<file path="src/rtl/dmem_ws.sv">
// dmem_ws: wait-stated data memory with a req/ready handshake.
// It supports byte, halfword and word access, sign or zero extension on loads,
// and reports misaligned accesses or reserved sizes through err.
//
// Ports:
//   clk    - clock; all state changes happen on the rising edge
//   reset  - asynchronous, active-low reset
//   req    - access request, taken in IDLE or RESP
//   we     - 1 = store, 0 = load
//   size   - 00 byte, 01 halfword, 10 word, 11 reserved
//   sext   - loads only: sign-extend byte/halfword results
//   a      - byte address; bits above the array size alias
//   wd     - store data, right-justified
//   rd     - load result, valid while ready is high
//   ready  - one-cycle completion pulse
//   err    - valid with ready: misaligned access or reserved size
//   busy   - high while an accepted request is waiting
module dmem_ws #(
  parameter int unsigned DEPTH       = 64,
  parameter int unsigned WAIT_STATES = 1
) (
  input  logic        clk,
  input  logic        reset,
  input  logic        req,
  input  logic        we,
  input  logic [1:0]  size,
  input  logic        sext,
  input  logic [31:0] a,
  input  logic [31:0] wd,
  output logic [31:0] rd,
  output logic        ready,
  output logic        err,
  output logic        busy
);

  localparam int unsigned AW = $clog2(DEPTH);
  localparam int unsigned CW = 3;
  localparam logic [CW-1:0] CNT_LOAD = (WAIT_STATES > 0) ? CW'(WAIT_STATES - 1) : '0;

  localparam logic [1:0] SZ_B = 2'b00;
  localparam logic [1:0] SZ_H = 2'b01;
  localparam logic [1:0] SZ_W = 2'b10;

  typedef enum logic [1:0] {
    S_IDLE = 2'd0,
    S_WAIT = 2'd1,
    S_RESP = 2'd2
  } state_t;

  typedef struct packed {
    logic        we;
    logic [1:0]  size;
    logic        sext;
    logic [31:0] a;
    logic [31:0] wd;
  } acc_t;

  state_t        state, state_nxt;
  logic [CW-1:0] cnt, cnt_nxt;
  acc_t          q, in_acc, cur;
  logic          accept, commit, bad, wr_en;
  logic [AW-1:0] widx;
  logic [1:0]    lane;
  logic [3:0]    be;
  logic [31:0]   wdata, rword, shifted, ldata;
  logic [31:0]   mem [DEPTH];
  logic          unused_a;

  // Request capture; with zero wait states the commit edge is the accept edge,
  // so the access being committed is the incoming one rather than the latched one.
  assign accept = req && (state == S_IDLE || state == S_RESP);
  assign in_acc = '{we: we, size: size, sext: sext, a: a, wd: wd};
  assign cur    = accept ? in_acc : q;

  // Next-state and wait counter.
  always_comb begin
    state_nxt = state;
    cnt_nxt   = cnt;
    unique case (state)
      S_IDLE, S_RESP: begin
        if (accept) begin
          if (WAIT_STATES > 0) begin
            state_nxt = S_WAIT;
            cnt_nxt   = CNT_LOAD;
          end else begin
            state_nxt = S_RESP;
          end
        end else begin
          state_nxt = S_IDLE;
        end
      end
      S_WAIT: begin
        if (cnt == '0) begin
          state_nxt = S_RESP;
        end else begin
          cnt_nxt = cnt - CW'(1);
        end
      end
      default: state_nxt = S_IDLE;
    endcase
  end

  // The edge entering RESP is where stores write and loads are registered.
  assign commit = (state_nxt == S_RESP);

  // Lane selection, byte enables, replicated write data and error detection.
  always_comb begin
    bad   = 1'b0;
    lane  = 2'b00;
    be    = 4'b0000;
    wdata = cur.wd;
    unique case (cur.size)
      SZ_B: begin
        lane  = cur.a[1:0];
        be    = 4'b0001 << cur.a[1:0];
        wdata = {4{cur.wd[7:0]}};
      end
      SZ_H: begin
        lane  = {cur.a[1], 1'b0};
        be    = cur.a[1] ? 4'b1100 : 4'b0011;
        wdata = {2{cur.wd[15:0]}};
        bad   = cur.a[0];
      end
      SZ_W: begin
        be  = 4'b1111;
        bad = (cur.a[1:0] != 2'b00);
      end
      default: bad = 1'b1;
    endcase
  end

  // Upper address bits alias and are intentionally ignored.
  assign widx     = cur.a[AW+1:2];
  assign unused_a = ^cur.a[31:AW+2];

  // Load extraction: right-justify the lane(s), then extend.
  assign rword   = mem[widx];
  assign shifted = rword >> {lane, 3'b000};

  always_comb begin
    ldata = rword;
    unique case (cur.size)
      SZ_B:    ldata = {{24{cur.sext & shifted[7]}}, shifted[7:0]};
      SZ_H:    ldata = {{16{cur.sext & shifted[15]}}, shifted[15:0]};
      default: ldata = rword;
    endcase
  end

  // Reset blocks writes so a request seen during reset cannot commit.
  assign wr_en = commit && cur.we && !bad && reset;

  // Memory array: no reset, contents persist across reset.
  always_ff @(posedge clk) begin
    if (wr_en) begin
      for (int i = 0; i < 4; i++) begin
        if (be[i]) begin
          mem[widx][8*i +: 8] <= wdata[8*i +: 8];
        end
      end
    end
  end

  // State, counter, captured request and registered outputs.
  always_ff @(posedge clk or negedge reset) begin
    if (!reset) begin
      state <= S_IDLE;
      cnt   <= '0;
      q     <= '0;
      ready <= 1'b0;
      err   <= 1'b0;
      busy  <= 1'b0;
      rd    <= '0;
    end else begin
      state <= state_nxt;
      cnt   <= cnt_nxt;
      busy  <= (state_nxt == S_WAIT);
      ready <= commit;
      err   <= commit && bad;
      if (accept) begin
        q <= in_acc;
      end
      if (commit) begin
        rd <= (cur.we || bad) ? '0 : ldata;
      end
    end
  end

endmodule

</file>
<file path="config.mk">
export PLATFORM = sky130hd
export DESIGN_NAME = dmem_ws
export DESIGN_NICKNAME = d
export VERILOG_FILES = /design/src/rtl/dmem_ws.sv
export SDC_FILE = /design/constraint.sdc
export NUM_CORES = 2
export LEC_CHECK = 0
export ABC_AREA = 1
export ABC_CLOCK_PERIOD_IN_PS = 5300
export BUFFER_PORTS_ARGS = -buffer_cell sky130_fd_sc_hd__buf_2
export CORE_AREA = 2 2 329 575
export CTS_CLUSTER_DIAMETER = 200
export CTS_CLUSTER_SIZE = 10
export DETAILED_ROUTE_END_ITERATION = 8
export DIE_AREA = 0 0 331 577
export GPL_TIMING_DRIVEN = 0
export HOLD_SLACK_MARGIN = 0.02
export PLACE_DENSITY = 0.67
export SYNTH_ARGS = -nofsm -noshare
export SYNTH_HDL_FRONTEND = slang
export SYNTH_SLANG_ARGS = --single-unit
</file>
<file path="constraint.sdc">
create_clock -name clk -period 5.3 [get_ports clk]
set_input_delay 0.53 -clock clk [delete_from_list [all_inputs] [get_ports clk]]
set_output_delay 0.53 -clock clk [all_outputs]
set_load 0.01 [all_outputs]
</file>
==> key figures <==
Die
  – Die area: 0.191 sq mm
  – Core footprint: 0.187 sq mm
  – Initial core utilization: 49.7%
  – Die H: 577 um
  – Rows: 210
  – Die Span X: 331 um
  – Boundary Pins: 106

Worst hold path
  – Hold Path Stages: 4
  – Worst Hold Endpoint: q[13]$_DFF_PN0_
  – Worst hold path class: in2reg
  – Hold path start: wd[13]

Synth
  – Netlist cell types: 44
  – Synth Instances: 9258
  – Post-synthesis sequential area ratio: 68.6%
  – Synth Register Bits: 2132
  – Cell Area, Synth: 0.0928 sq mm
  – Ys flop type: edfxtp_1
  – Post-synth EDFFs: 2048
  – Mean post-synth cell area: 10.0 sq um
  – Async S/R FF share, synth: 3.94%
  – Synth Warn #: 0
  – Post-synthesis cell type with the largest combined area: edfxtp_1
  – Syn_nets: 9331
  – Yosys top cell area share: 66.3%
  – Top post-synthesis cells by area: edfxtp_1 66%, nand2_1 17%, inv_1 4.9%

STA
  – Final setup violation count: 474
  – Post-route minimum period: 5.74 ns
  – RSZ-0062 raised after global routing: yes
  – Normalized max-slew margin: -5.42%
  – Final hold viol count: 0
  – Worst Tran Pin Value: 1.58 ns
  – Slew Viols, Final: 9
  – Period utilization: 108%
  – PnR worst setup slack: -0.435 ns
  – Max Clk Rate: 174 MHz
  – Clock Skew: 0.0775 ns

Cells and area
  – Final Cell Area: 0.106 sq mm
  – Post-Layout Cell Count: 12300
  – Reg area: 0.0636 sq mm
  – Most frequent cells in the layout: 4146 x nand2_1, 2048 x edfxtp_1, 1194 x inv_1, 315 x nor2_1, 293 x buf_2
  – Final Util: 56.9%
  – Share of layout cells above drive strength 1: 10.2%
  – Net count, final: 9843
  – # fillers: 16000
  – Most common cell after layout, fill and taps aside: nand2_1
  – Multi-input combinational cell area: 0.0234 sq mm
  – Area Overhead vs Synth: 14.5%

Critical path
  – R2R depth: 12
  – WP buf/inv: 6
  – Crit path launch type: register
  – Crit Reg-Reg Startpoint: state[0]$_DFF_PN0_
  – R2R Path End: mem[49][0]$_DFFE_PP_
  – Top delay family on crit path: simple AND/OR/NAND/NOR gates
  – WP data arrival: 6.21 ns
  – Critical path's slowest cell: nor2_1
  – Setup CP Type: reg2reg
  – CP dominant cell by count: inv_2
  – Max incr delay on CP: 1.23 ns
  – CP Capture Type: register
  – Worst R2R Setup Slack: -0.44 ns
  – Crit path cell chain: inv_2, nand2_8, inv_2, nand2_1, nand2_2, inv_2, nor3_2, buf_4, buf_2, buf_2, nand2_1, nor2_1
  – Worst-path fanout max: 10
  – WP depth: 12
  – Critical path required time: 5.77 ns

GRT
  – GRT Util Overall: 39.0%
  – Largest net degree at the start of global routing: 67
  – First-pass GRT wire length: 506 mm
  – Initial antenna violation count: 7
  – Gr ovfl total: 0
  – Vias in the first global route: 66400

Placed design
  – Post-DP Area: 0.0993 sq mm
  – Final RePlAce weighted congestion: 1.02
  – Hpwl dp: 271 mm
  – # port buffers: 80
  – Post-Place Cells: 11900
  – Pre-CTS setup slack: -0.324 ns

Clock tree
  – CTS tree: built
  – Clk slew on worst S/H paths: 0.06 ns
  – Htree depth: 4
  – Clock latency at the later pin of the worst-skew pair: 0.92 ns
  – Clock Path Buffers: 4
  – Clock sinks: 2132
  – CTS Root Cell: clkbuf_16
  – Num CTS Buffers: 239

Detailed routing
  – WL final: 374 mm
  – Vias after detailed routing: 69600
  – Starting DRT DRC Count: 9139
  – Final ANT Viol Nets: 0
  – Via density: 5.67
  – WL met2: 177 mm
  – Routed met1 length: 122 mm
  – # DRC: 0
  – WL/cell: 30.5 um
  – Top Metal Used: met5
  – Met3 wire len: 34.7 mm
  – DR pass1 iterations: 7

Pwr
  – Pwr per Cell Area: 384 mW/mm^2
  – Max VDD drop: 0.000284 V
  – Leakage power total: 45.6 nW

Run
  – Number of max-cap violations: 1

Run status
  – Failing checks: capacitance limit, slew limit, setup timing
  – Status: complete, but fails checks
-- cell usage after synthesis (2+ instances only) --
library cell	number
nand2_2	8
nand3_1	227
buf_4	21
nor2_1	495
nor3_4	3
o22ai_1	67
clkbuf_2	2
nor2_4	4
clkbuf_1	176
nand4_1	50
o21ai_4	2
buf_6	8
or2_2	6
nand3b_1	62
inv_2	13
edfxtp_1	2048
a21oi_1	42
o21ai_0	174
nand3_2	3
o211ai_1	9
buf_2	214
nor3_2	6
nand2_1	4148
o21ai_2	2
inv_1	1202
o21ai_1	26
nor2_2	5
buf_1	17
nand3_4	2
dfrtp_1	84
and2_1	16
ha_1	2
o22a_1	103
-- metrics by stage --
| step | TNS, ns | power [mW] | hold WS (ns) |
|---|---|---|---|
| floorplan | 0 | 22.9 | 0.234 |
| global placement | -6178.67 | 26.2 | 0.464 |
| detailed placement | -20.89 | 26.3 | 0.463 |
| CTS | -0.262 | 40.5 | 0.0417 |
| global route | -16.38 | 41.5 | 0.0902 |
| finish | -58.77 | 40.7 | 0.0863 |
-- cell type report --
| class | instances | area share [%] |
|---|---|---|
| sequential | 2132 | 59.9 |
| multi-input combinational | 5471 | 22.0 |
| clock buffer | 286 | 5.82 |
| inverter | 1217 | 4.30 |
| timing repair buffer | 271 | 3.10 |
| tap | 2438 | 2.87 |
| buffer | 438 | 1.93 |
| clock inverter | 6 | 0.0672 |
| antenna | 7 | 0.0165 |
-- registers in the layout (all words and copies together) (netlist names) --
name / cells
cnt: 3
busy: 1
ready: 1
q: 44
mem: 2048
err: 1
rd: 32
state: 2
-- tightest hold or removal path: stages --
cell     delay, ns
buf_2         0.08
nand2_1       0.06
and2_1        0.22
inv_1         0.07
-- worst max path at each step --
stage / startpoint / end / slack (ns)
2_1_floorplan: req / mem[0][13]$_DFFE_PP_ / 0.46
6_report: state[0]$_DFF_PN0_ / mem[49][0]$_DFFE_PP_ / -0.44
5_1_grt: state[0]$_DFF_PN0_ / mem[44][1]$_DFFE_PP_ / -0.29
4_1_cts: state[0]$_DFF_PN0_ / mem[5][18]$_DFFE_PP_ / -0.05
3_5_place_dp: state[0]$_DFF_PN0_ / mem[5][18]$_DFFE_PP_ / -0.32
3_3_place_gp: req / mem[39][10]$_DFFE_PP_ / -5.93
-- layer usage --
layer / vias up / track usage [%]
met5: - / 0
met4: 2 / 34.6
met3: 1370 / 7.57
met2: 4464 / 63.5
met1: 33300 / 43.4
li1: 30400 / -
-- report_power, final --
| group | total (mW) | internal (mW) | leakage, nW | switching (mW) |
|---|---|---|---|---|
| Clock | 14.4 | 8.02 | 3.05 | 6.42 |
| Sequential | 19.3 | 19.2 | 19.6 | 0.0581 |
| Combinational | 7.03 | 1.58 | 22.9 | 5.45 |
-- kinds of logic after synthesis --
group | share of synthesized area [%]
xor gates and xnor gates | 0.00944
AOI/OAI and AO/OA | 2.87
adders and majority gates | 0.0270
buffers and inverters | 7.14
muxes | 0.0108
and+or+nand+nor | 21.4
DFF | 68.6
-- repair_timing --
item / 4_1_cts / 5_1_grt
hold buffers: 20 / 0
endpoints found under the setup margin: 288 / 538
gates resized for setup: 48 / 68
setup buffers: 0 / 1
endpoints found under the hold margin: 66 / 0
pin swaps: 0 / 1
(Power assumes the default switching activity.)
